## config.mk

```make
export PLATFORM = sky130hd
export DESIGN_NAME = mem_stage
export DESIGN_NICKNAME = d
export VERILOG_FILES = /design/src/rtl/mem_stage_pkg.sv /design/src/rtl/mem_stage_align.sv /design/src/rtl/mem_stage.sv
export SDC_FILE = /design/constraint.sdc
export NUM_CORES = 1
export LEC_CHECK = 0
export BUFFER_PORTS_ARGS = -buffer_cell sky130_fd_sc_hd__buf_4
export CORE_AREA = 4 4 210 212
export DETAILED_ROUTE_END_ITERATION = 10
export DIE_AREA = 0 0 214 216
export HOLD_SLACK_MARGIN = 0.02
export SYNTH_ARGS = -nofsm -noshare
export SYNTH_HDL_FRONTEND = slang
export SYNTH_SLANG_ARGS = --single-unit
```

## constraint.sdc

```tcl
create_clock -name clk -period 2.3 [get_ports clk]
set_clock_uncertainty 0.15 [all_clocks]
set_input_delay 0.115 -clock clk [delete_from_list [all_inputs] [get_ports clk]]
set_output_delay 0.115 -clock clk [all_outputs]
set_load 0.005 [all_outputs]
```

## src/rtl/mem_stage_pkg.sv

```systemverilog
// Shared types for the memory stage: pipeline packets, FSM states, access sizes.
`ifndef DATA_WIDTH
`define DATA_WIDTH 64
`endif

package mem_stage_pkg;

    localparam int unsigned XLEN = `DATA_WIDTH;

    typedef enum logic [1:0] {
        BYTE   = 2'd0,
        HALF   = 2'd1,
        WORD   = 2'd2,
        DOUBLE = 2'd3
    } MEM_SIZE;

    typedef enum logic [1:0] {
        IDLE,
        REQ,
        RESP
    } MEM_STATE;

    // mem_size[1:0] is the access size, mem_size[2] selects zero-extension on loads
    typedef struct packed {
        logic [XLEN-1:0] alu_result;
        logic [XLEN-1:0] rs2_value;
        logic            rd_mem;
        logic            wr_mem;
        logic [2:0]      mem_size;
        logic [4:0]      dest_reg_addr;
        logic [XLEN-1:0] NPC;
        logic            halt;
        logic            illegal;
        logic            csr_op;
        logic            valid;
    } EX_MEM_PACKET;

    typedef struct packed {
        logic [XLEN-1:0] result;
        logic [4:0]      dest_reg_addr;
        logic [XLEN-1:0] NPC;
        logic            halt;
        logic            illegal;
        logic            csr_op;
        logic            valid;
    } MEM_WB_PACKET;

    // Natural alignment check: the low address bits below the access size must be zero
    function automatic logic is_misaligned(input logic [1:0] size, input logic [2:0] lane);
        logic mis;
        case (size)
            BYTE:    mis = 1'b0;
            HALF:    mis = lane[0];
            WORD:    mis = |lane[1:0];
            default: mis = |lane;
        endcase
        return mis;
    endfunction

endpackage

```

## src/rtl/mem_stage_align.sv

```systemverilog
// Byte-lane steering for the memory stage: store data/strobes and load extraction.
module mem_align
    import mem_stage_pkg::*;
#(
    parameter int unsigned DATA_WIDTH = `DATA_WIDTH,
    parameter int unsigned STRB_WIDTH = DATA_WIDTH / 8
) (
    input  logic [2:0]            lane,
    input  logic [2:0]            funct3,
    input  logic [DATA_WIDTH-1:0] rs2_value,
    input  logic [DATA_WIDTH-1:0] rdata,
    output logic [DATA_WIDTH-1:0] wdata,
    output logic [STRB_WIDTH-1:0] wstrb,
    output logic [DATA_WIDTH-1:0] load_value
);

    logic [5:0]            shamt;
    logic [STRB_WIDTH-1:0] base_strb;
    logic [DATA_WIDTH-1:0] shifted;
    logic                  sx;

    // Shift store data up into its lane, shift load data down and extend by size
    always_comb begin
        shamt   = {lane, 3'b000};
        wdata   = rs2_value << shamt;
        shifted = rdata >> shamt;
        sx      = ~funct3[2];
        case (funct3[1:0])
            BYTE: begin
                base_strb  = STRB_WIDTH'(8'h01);
                load_value = {{(DATA_WIDTH-8){sx & shifted[7]}}, shifted[7:0]};
            end
            HALF: begin
                base_strb  = STRB_WIDTH'(8'h03);
                load_value = {{(DATA_WIDTH-16){sx & shifted[15]}}, shifted[15:0]};
            end
            WORD: begin
                base_strb  = STRB_WIDTH'(8'h0F);
                load_value = {{(DATA_WIDTH-32){sx & shifted[31]}}, shifted[31:0]};
            end
            default: begin
                base_strb  = STRB_WIDTH'(8'hFF);
                load_value = shifted;
            end
        endcase
        wstrb = base_strb << lane;
    end

endmodule

```

## src/rtl/mem_stage.sv

```systemverilog
// Memory pipeline stage: single-outstanding load/store over a valid/ready port.
module mem_stage
    import mem_stage_pkg::*;
#(
    parameter int unsigned DATA_WIDTH = `DATA_WIDTH,
    parameter int unsigned STRB_WIDTH = DATA_WIDTH / 8
) (
    input  logic                  clk,
    input  logic                  rst,
    input  EX_MEM_PACKET          ex_packet_in,
    output logic                  mem_stall,
    output logic                  proc2mem_valid,
    output logic                  proc2mem_we,
    output logic [DATA_WIDTH-1:0] proc2mem_addr,
    output logic [DATA_WIDTH-1:0] proc2mem_wdata,
    output logic [STRB_WIDTH-1:0] proc2mem_wstrb,
    input  logic                  mem2proc_ready,
    input  logic                  mem2proc_rvalid,
    input  logic [DATA_WIDTH-1:0] mem2proc_rdata,
    input  logic                  mem2proc_err,
    output MEM_WB_PACKET          mem_packet_out
);

    MEM_STATE              state_q, state_d;
    MEM_WB_PACKET          out_q, out_d;
    MEM_WB_PACKET          pass;
    logic [2:0]            lane;
    logic                  is_mem;
    logic                  mis;
    logic [DATA_WIDTH-1:0] align_wdata;
    logic [STRB_WIDTH-1:0] align_wstrb;
    logic [DATA_WIDTH-1:0] load_value;

    assign lane = ex_packet_in.alu_result[2:0];

    mem_align #(
        .DATA_WIDTH (DATA_WIDTH),
        .STRB_WIDTH (STRB_WIDTH)
    ) u_align (
        .lane       (lane),
        .funct3     (ex_packet_in.mem_size),
        .rs2_value  (ex_packet_in.rs2_value),
        .rdata      (mem2proc_rdata),
        .wdata      (align_wdata),
        .wstrb      (align_wstrb),
        .load_value (load_value)
    );

    // Next-state, stall, bus request and next writeback packet
    always_comb begin
        state_d        = state_q;
        out_d          = '0;
        mem_stall      = 1'b0;
        proc2mem_valid = 1'b0;

        is_mem = ex_packet_in.valid && (ex_packet_in.rd_mem || ex_packet_in.wr_mem)
                 && !ex_packet_in.illegal;
        mis    = is_misaligned(ex_packet_in.mem_size[1:0], lane);

        pass.result        = ex_packet_in.alu_result;
        pass.dest_reg_addr = ex_packet_in.dest_reg_addr;
        pass.NPC           = ex_packet_in.NPC;
        pass.halt          = ex_packet_in.halt;
        pass.illegal       = ex_packet_in.illegal;
        pass.csr_op        = ex_packet_in.csr_op;
        pass.valid         = ex_packet_in.valid;

        case (state_q)
            IDLE: begin
                if (!is_mem) begin
                    out_d = pass;
                end else if (mis) begin
                    out_d               = pass;
                    out_d.illegal       = 1'b1;
                    out_d.dest_reg_addr = '0;
                end else begin
                    mem_stall = 1'b1;
                    state_d   = REQ;
                end
            end
            REQ: begin
                proc2mem_valid = 1'b1;
                mem_stall      = 1'b1;
                if (mem2proc_ready) begin
                    if (ex_packet_in.wr_mem) begin
                        mem_stall     = 1'b0;
                        out_d         = pass;
                        out_d.result  = '0;
                        out_d.illegal = pass.illegal | mem2proc_err;
                        state_d       = IDLE;
                    end else begin
                        state_d = RESP;
                    end
                end
            end
            RESP: begin
                mem_stall = 1'b1;
                if (mem2proc_rvalid) begin
                    mem_stall     = 1'b0;
                    out_d         = pass;
                    out_d.result  = load_value;
                    out_d.illegal = pass.illegal | mem2proc_err;
                    state_d       = IDLE;
                end
            end
            default: state_d = IDLE;
        endcase
    end

    assign proc2mem_we    = proc2mem_valid & ex_packet_in.wr_mem;
    assign proc2mem_addr  = {ex_packet_in.alu_result[DATA_WIDTH-1:3], 3'b000};
    assign proc2mem_wdata = align_wdata;
    assign proc2mem_wstrb = (proc2mem_valid && ex_packet_in.wr_mem) ? align_wstrb : '0;
    assign mem_packet_out = out_q;

    // State and writeback packet registers
    always_ff @(posedge clk) begin
        if (rst) begin
            state_q <= IDLE;
            out_q   <= '0;
        end else begin
            state_q <= state_d;
            out_q   <= out_d;
        end
    end

endmodule

```

==> flow_summary.toml, run 1 <==
[timing]
relSlewSlack = 0.336
fin_crit_sh = 0.977
hold_viol = 0
finalCriticalPeriod_ns = 2.25
finalSetupViolCount = 0
rsz0062_at_grt = "no"
fmax_mhz = 445
drv_slew = 0
setup_tns_ns = 0
setup_ws_ns = 0.0534
tightest_slew_ns = 0.992

[worst_hold_path]
hold_depth = 4
hold_path_end = "mem_packet_out[136]$_SDFF_PP0_"
min_path_type = "input pin to flop"
min_from = "mem2proc_rdata[63]"

[clock_tree]
cts.sink_count = 139
cts_root_buffer = "clkbuf_16"
cts_tree = "yes"
clockBufferDepth = 2
insertion_delay_ns = 0.46
htreeDepth = 4
clk_pin_slew_ns = 0.07
cts_buffers = 17

[synth]
ys_ff_latch = 139
synth.distinct_cells = 59
yosys.area_share.simple = 0.160
synthMuxAreaShare = 0.206
yosys_warnings = 0
async_flop_share = 0
synth_ff_type = "dfxtp_1"
synthXorXnorAreaFrac = 0
netlist_area_mm2 = 0.00832
synth_top_family_by_area = "multiplexers"
synth-edff-count = 0
synth-compound-area-share = 0.195
synth_adder_area_share = 0
syn_avg_cell_area_um2 = 8.80
ys_seq_area_frac = 0.335
syn_inst = 945

[floorplanning]
core.rowCount = 75
start_util = 0.198
ios = 551
die_y_um = 216
core_mm2 = 0.0419
fp.dieArea_mm2 = 0.0462
die_w_um = 214

[worst_setup_path]
reg2reg_to = "mem_packet_out[87]$_SDFF_PP0_"
cp.arrival_ns = 2.45
critical_path.max_fanout = 44
cp_cell_sequence = "buf_6 > buf_12 > buf_4 > mux2_2 > dlygate4sd3_1 > o211ai_1 > o21ai_0 > a221o_1"
rrSetupSlack_ns = 0.23
startpoint_type = "input pin"
r2r-start = "state_q[1]$_SDFFE_PP0P_"
endpoint_kind = "flop"
reg2regPathDepth = 4
cp_top_family = "buffers and inverters"
crit_slowest_cell = "dlygate4sd3_1"
worstSetupPathType = "input pin to flop"
crit_required_ns = 2.50
cp_num_buf_inv = 4
max_stage_delay_ns = 0.57

[grt]
grt_start_max_net_pins = 68
grt.overflow.total = 0
grt_pass1_vias = 10161
antenna_found_initial = 1
grt_usage = 0.196
grt_first_pass_wirelength_um = 68100

[layout]
antenna_cells = 0
num-nets-final = 1854
drive_gt1_frac = 0.442
syn2layout_area_growth_pct = 80.1
final_common_cell = "buf_4"
final_cells = 2131
final_cell_mix = "buf_4 (584), dlygate4sd3_1 (161), dfxtp_1 (137)"

[routing]
route.detailed.drc = 0
wirelength_um = 46900
drtIter0Drc = 554
dr.pass1.iters = 5
viasPerCell = 4.53
num_vias = 9646
antenna_left = 0
wl_per_cell_um = 22.0

[placement]
place.gp.congestion = 0.894
dpl.cell_count = 1938
pre_cts_ws_ns = 0.125
hpwl_um = 35600
io_buffers = 547

[power]
power_mw = 7.85
power.density_mw_per_mm2 = 524
p_leak_nw = 7.10
ir_drop_v = 0.000434

[run_status]
status = "finished, final reports clean"

[job]
drv_cap = 0
-- worst max path at each step --
| stage | from | endpoint | depth (start not counted) | slack (ns) |
|---|---|---|---|---|
| floorplan | ex_packet_in[142] | mem_packet_out[107]$_SDFF_PP0_ | 8 | 0.35 |
| global placement | ex_packet_in[144] | mem_packet_out[104]$_SDFF_PP0_ | 6 | 0.13 |
| detailed placement | ex_packet_in[144] | mem_packet_out[104]$_SDFF_PP0_ | 6 | 0.13 |
| CTS | state_q[0]$_SDFFE_PP0P_ | proc2mem_wstrb[5] | 5 | 0.003 |
| global route | ex_packet_in[142] | mem_packet_out[91]$_SDFF_PP0_ | 8 | 0.02 |
| finish | ex_packet_in[142] | mem_packet_out[91]$_SDFF_PP0_ | 8 | 0.05 |
-- worst min-delay path: cells and delay by family --
family / cells / cell delay, ns
AOI/OAI and AO/OA: 2 / 0.34
buffers and inverters: 1 / 0.09
and+or+nand+nor: 1 / 0.07
-- per-layer routing --
metal  routed length, um  vias to the layer above  global-route usage
li1                    -                     4560                   -
met1               19200                     4591               0.233
met2               23200                      441               0.338
met3                3460                       52              0.0591
met4                1080                        2              0.0648
met5                  20                        -                   0
-- flip-flops by register name, summed over array words and instances, names as in the netlist --
signal and cells:
mem_packet_out 137, state_q 2
-- power breakdown --
group	total, mW	switching, mW	internal, mW
sequential	2.62	0.0540	2.56
combinational	2.30	1.01	1.29
clock	2.93	1.29	1.64
-- synthesized netlist by cell type, types with 6 or more instances --
| cell type | n | area (um2) |
|---|---|---|
| a211o_1 | 14 | 123 |
| o22a_1 | 7 | 61.3 |
| buf_1 | 9 | 33.8 |
| buf_4 | 66 | 495 |
| o32ai_1 | 8 | 70.1 |
| mux2_2 | 44 | 495 |
| nand2_1 | 50 | 188 |
| and2_1 | 85 | 532 |
| o21ai_0 | 59 | 295 |
| a22o_1 | 27 | 236 |
| a21oi_1 | 54 | 270 |
| o211ai_1 | 10 | 75.1 |
| a221o_1 | 8 | 80.1 |
| dfxtp_1 | 139 | 2780 |
| clkbuf_1 | 40 | 150 |
| nor2_1 | 109 | 409 |
| o2bb2ai_1 | 10 | 87.6 |
| mux4_2 | 11 | 248 |
| mux2i_1 | 94 | 941 |
| buf_2 | 20 | 100 |
| nor2b_1 | 6 | 37.5 |
-- metrics by stage --
| step | area [um2] | utilization | hold slack (ns) |
|---|---|---|---|
| 6_report | 15000 | 0.357 | 0.0447 |
| 5_1_grt | 15000 | 0.357 | 0.0925 |
| 4_1_cts | 15000 | 0.357 | 0.0343 |
| 3_5_place_dp | 12700 | 0.303 | 0.171 |
| 3_3_place_gp | 12700 | 0.303 | 0.167 |
| 2_1_floorplan | 8330 | - | 0.0819 |
-- cell families after synthesis --
family	after synthesis
flops	139
simple gates	275
buf+inv	147
mux	151
other cells	1
compound gates	232
-- what timing repair did --
action                                  in CTS  in global routing
pin swaps                                    0                  1
setup buffers                                0                  0
endpoints found under the hold margin      139                  0
resized for setup                            3                  9
hold buffers                               161                  0
endpoints found under the setup margin       6                 13
-- final cells by class --
class	instances	area, um2
Fill cell	4174	27000
Inverter	6	22.5
Clock inverter	15	181
Timing Repair Buffer	754	6170
Clock buffer	17	425
Multi-Input combinational cell	661	4730
Tap cell	539	674
Sequential cell	139	2790
No activity file was read; power rests on OpenSTA's default activity.
==> inputs of run 2 (changes only) <==
--- a/config.mk
+++ b/config.mk
@@ -5,11 +5,13 @@
 export SDC_FILE = /design/constraint.sdc
 export NUM_CORES = 1
 export LEC_CHECK = 0
+export ABC_AREA = 1
 export BUFFER_PORTS_ARGS = -buffer_cell sky130_fd_sc_hd__buf_4
-export CORE_AREA = 4 4 210 212
+export CORE_AREA = 4 4 214 216
 export DETAILED_ROUTE_END_ITERATION = 10
-export DIE_AREA = 0 0 214 216
+export DIE_AREA = 0 0 218 220
 export HOLD_SLACK_MARGIN = 0.02
 export SYNTH_ARGS = -nofsm -noshare
 export SYNTH_HDL_FRONTEND = slang
 export SYNTH_SLANG_ARGS = --single-unit
+export TNS_END_PERCENT = 5
==> run 2 against run 1 <==
Combinational power is 5% higher. Power hardly changed. Setup slack better by 0.023 ns. Synthesized cell count is 47% higher. Design area is 2.2% higher. Global-route usage is 1.7 points higher. Area after synthesis is 6.6% higher. Highest routed layer unchanged.
==> flow_summary.toml, run 2 <==
[run_status]
status = "finished, final reports clean"

[timing]
relSlewSlack = 0.600
hold_viol = 0
fmax_mhz = 450
fin_crit_sh = 0.967
drv_slew = 0
finalCriticalPeriod_ns = 2.22
tightest_slew_ns = 0.594
finalSetupViolCount = 0
holdWs_ns = 0.0487

[job]
drv_cap = 0

[floorplanning]
core.rowCount = 77
fp.dieArea_mm2 = 0.0480
ios = 551
die_y_um = 220
start_util = 0.202
core_mm2 = 0.0439
die_w_um = 218

[layout]
syn2layout_area_growth_pct = 72.6
drive_gt1_frac = 0.345
final_cell_mix = "buf_4 (582), nand2_1 (382), nand3_1 (149)"
num-fill-cells = 4697
final_common_cell = "buf_4"
antenna_cells = 0
num-nets-final = 2253
largest_reg_flops = 137

[placement]
place.gp.congestion = 0.919
hpwl_um = 43200
io_buffers = 547

[power]
ir_drop_v = 0.000409
p_leak_nw = 7.85
power.density_mw_per_mm2 = 513
power_mw = 7.85

[clock_tree]
clk_pin_slew_ns = 0.07
cts_root_buffer = "clkbuf_16"
cts_tree = "yes"
cts.sink_count = 139
htreeDepth = 4
clockBufferDepth = 2
insertion_delay_ns = 0.43
cts_buffers = 17

[routing]
viasPerCell = 4.61
antenna_left = 0
num_vias = 11912
dr.pass1.iters = 5
drtIter0Drc = 827
wl_per_cell_um = 21.1
route.detailed.drc = 0
wirelength_um = 54400

[worst_setup_path]
worstSetupPathType = "flop to output pin"
cp.arrival_ns = 1.96
startpoint_type = "flop"
rrSetupSlack_ns = 0.10
crit_required_ns = 2.04
endpoint_kind = "output pin"
critical_path.max_fanout = 5

[grt]
grt_start_max_net_pins = 113
grt_usage = 0.213
grt.overflow.total = 0
grt_pass1_vias = 12058
grt_first_pass_wirelength_um = 76400
antenna_found_initial = 7

[synth]
ys_ff_latch = 139
yosysTopAreaCell = "dfxtp_1"
ys_top_cells_by_count = "nand2_1 (383), nand3_1 (149), o21ai_0 (140)"
ys_top_cells_by_area = "dfxtp_1 (31%), nand2_1 (16%), nand3_1 (8.4%)"
synth.most_common_cell = "nand2_1"
synth.distinct_cells = 36
syn_avg_cell_area_um2 = 6.38
ys_seq_area_frac = 0.314
netlist_area_mm2 = 0.00887
yosys_warnings = 0
async_flop_share = 0
synth_ff_type = "dfxtp_1"
synth_top_area_frac = 0.314
synth-edff-count = 0
syn_inst = 1390

[worst_hold_path]
min_path_type = "input pin to flop"
-- run 2: cell types whose count changed after synthesis, sizes merged, moves of 46 or more --
| cell | before | now |
|---|---|---|
| a21oi | 54 | 100 |
| and2 | 85 | 0 |
| inv | 6 | 120 |
| mux2 | 46 | 0 |
| mux2i | 94 | 24 |
| nand2 | 50 | 384 |
| nand3 | 3 | 176 |
| o21ai | 60 | 143 |
-- run 2: critical path, cell delays in order (launching register included) --
cell,delay [ns]
dfxtp_1,0.37
inv_1,0.09
nor2_4,0.13
nand2_1,0.10
buf_4,0.17
inv_2,0.10
nand2_1,0.15
nor2_1,0.26
buf_4,0.15
-- run 2: final cells by class --
cell class	instances	area [um2]	share of cell area
Clock buffer	17	425	0.0278
Sequential cell	139	2780	0.182
Inverter	123	463	0.0302
Multi-Input combinational cell	957	4680	0.305
Tap cell	592	741	0.0484
Timing Repair Buffer	740	6050	0.395
Clock inverter	15	169	0.0110
-- run 2: cells by family (layout without fill, tap and decap cells) --
kind of cell	count (synthesis)	count (layout)	share of synthesized area
AOI/OAI and AO/OA	290	290	0.176
buffers and inverters	296	895	0.163
DFF	139	139	0.314
muxes	24	24	0.0271
other	1	3	0.000423
and+or+nand+nor	640	640	0.319
-- run 2: repair_timing --
action / in CTS / in global routing
endpoints found under the hold margin: 138 / 0
gates resized for setup: 5 / 7
hold buffers: 146 / 0
setup buffers: 0 / 2
pin swaps: 0 / 2
setup endpoints to repair: 22 / 41
-- run 2: layer usage --
metal | up-vias | routed length (um) | global-route usage
li1 | 5632 | - | -
met1 | 5479 | 19500 | 0.229
met2 | 671 | 26700 | 0.377
met3 | 116 | 5330 | 0.0672
met4 | 14 | 2830 | 0.106
met5 | - | 82 | 0
-- run 2: through the flow --
stage / setup slack (ns) / instance area, um2 / utilization / instances / setup TNS, ns
finish: 0.0764 / 15300 / 0.349 / 2583 / 0
global route: -0.00131 / 15300 / 0.349 / 2583 / -0.00131
CTS: 0.0128 / 15300 / 0.348 / 2581 / 0
detailed placement: 0.0147 / 13200 / 0.301 / 2403 / 0
global placement: 0.0649 / 13200 / 0.301 / 2403 / 0
floorplan: 0.544 / 8880 / - / 1392 / 0
-- run 2: final timing paths --
path / depth (start not counted) / from / to
worst max-delay path: 8 / state_q[0]$_SDFFE_PP0P_ / proc2mem_wstrb[2]
worst min-delay path: 5 / mem2proc_rdata[56] / mem_packet_out[129]$_SDFF_PP0_
worst max register to register: 8 / state_q[0]$_SDFFE_PP0P_ / mem_packet_out[5]$_SDFF_PP0_
worst min register to register: 4 / state_q[0]$_SDFFE_PP0P_ / mem_packet_out[70]$_SDFF_PP0_
-- run 2: power by group --
group	switching, mW	leakage [nW]	internal (mW)
combinational	1.23	6.40	1.19
clock	1.26	0.291	1.55
sequential	0.0597	1.15	2.57
total	2.55	7.85	5.30
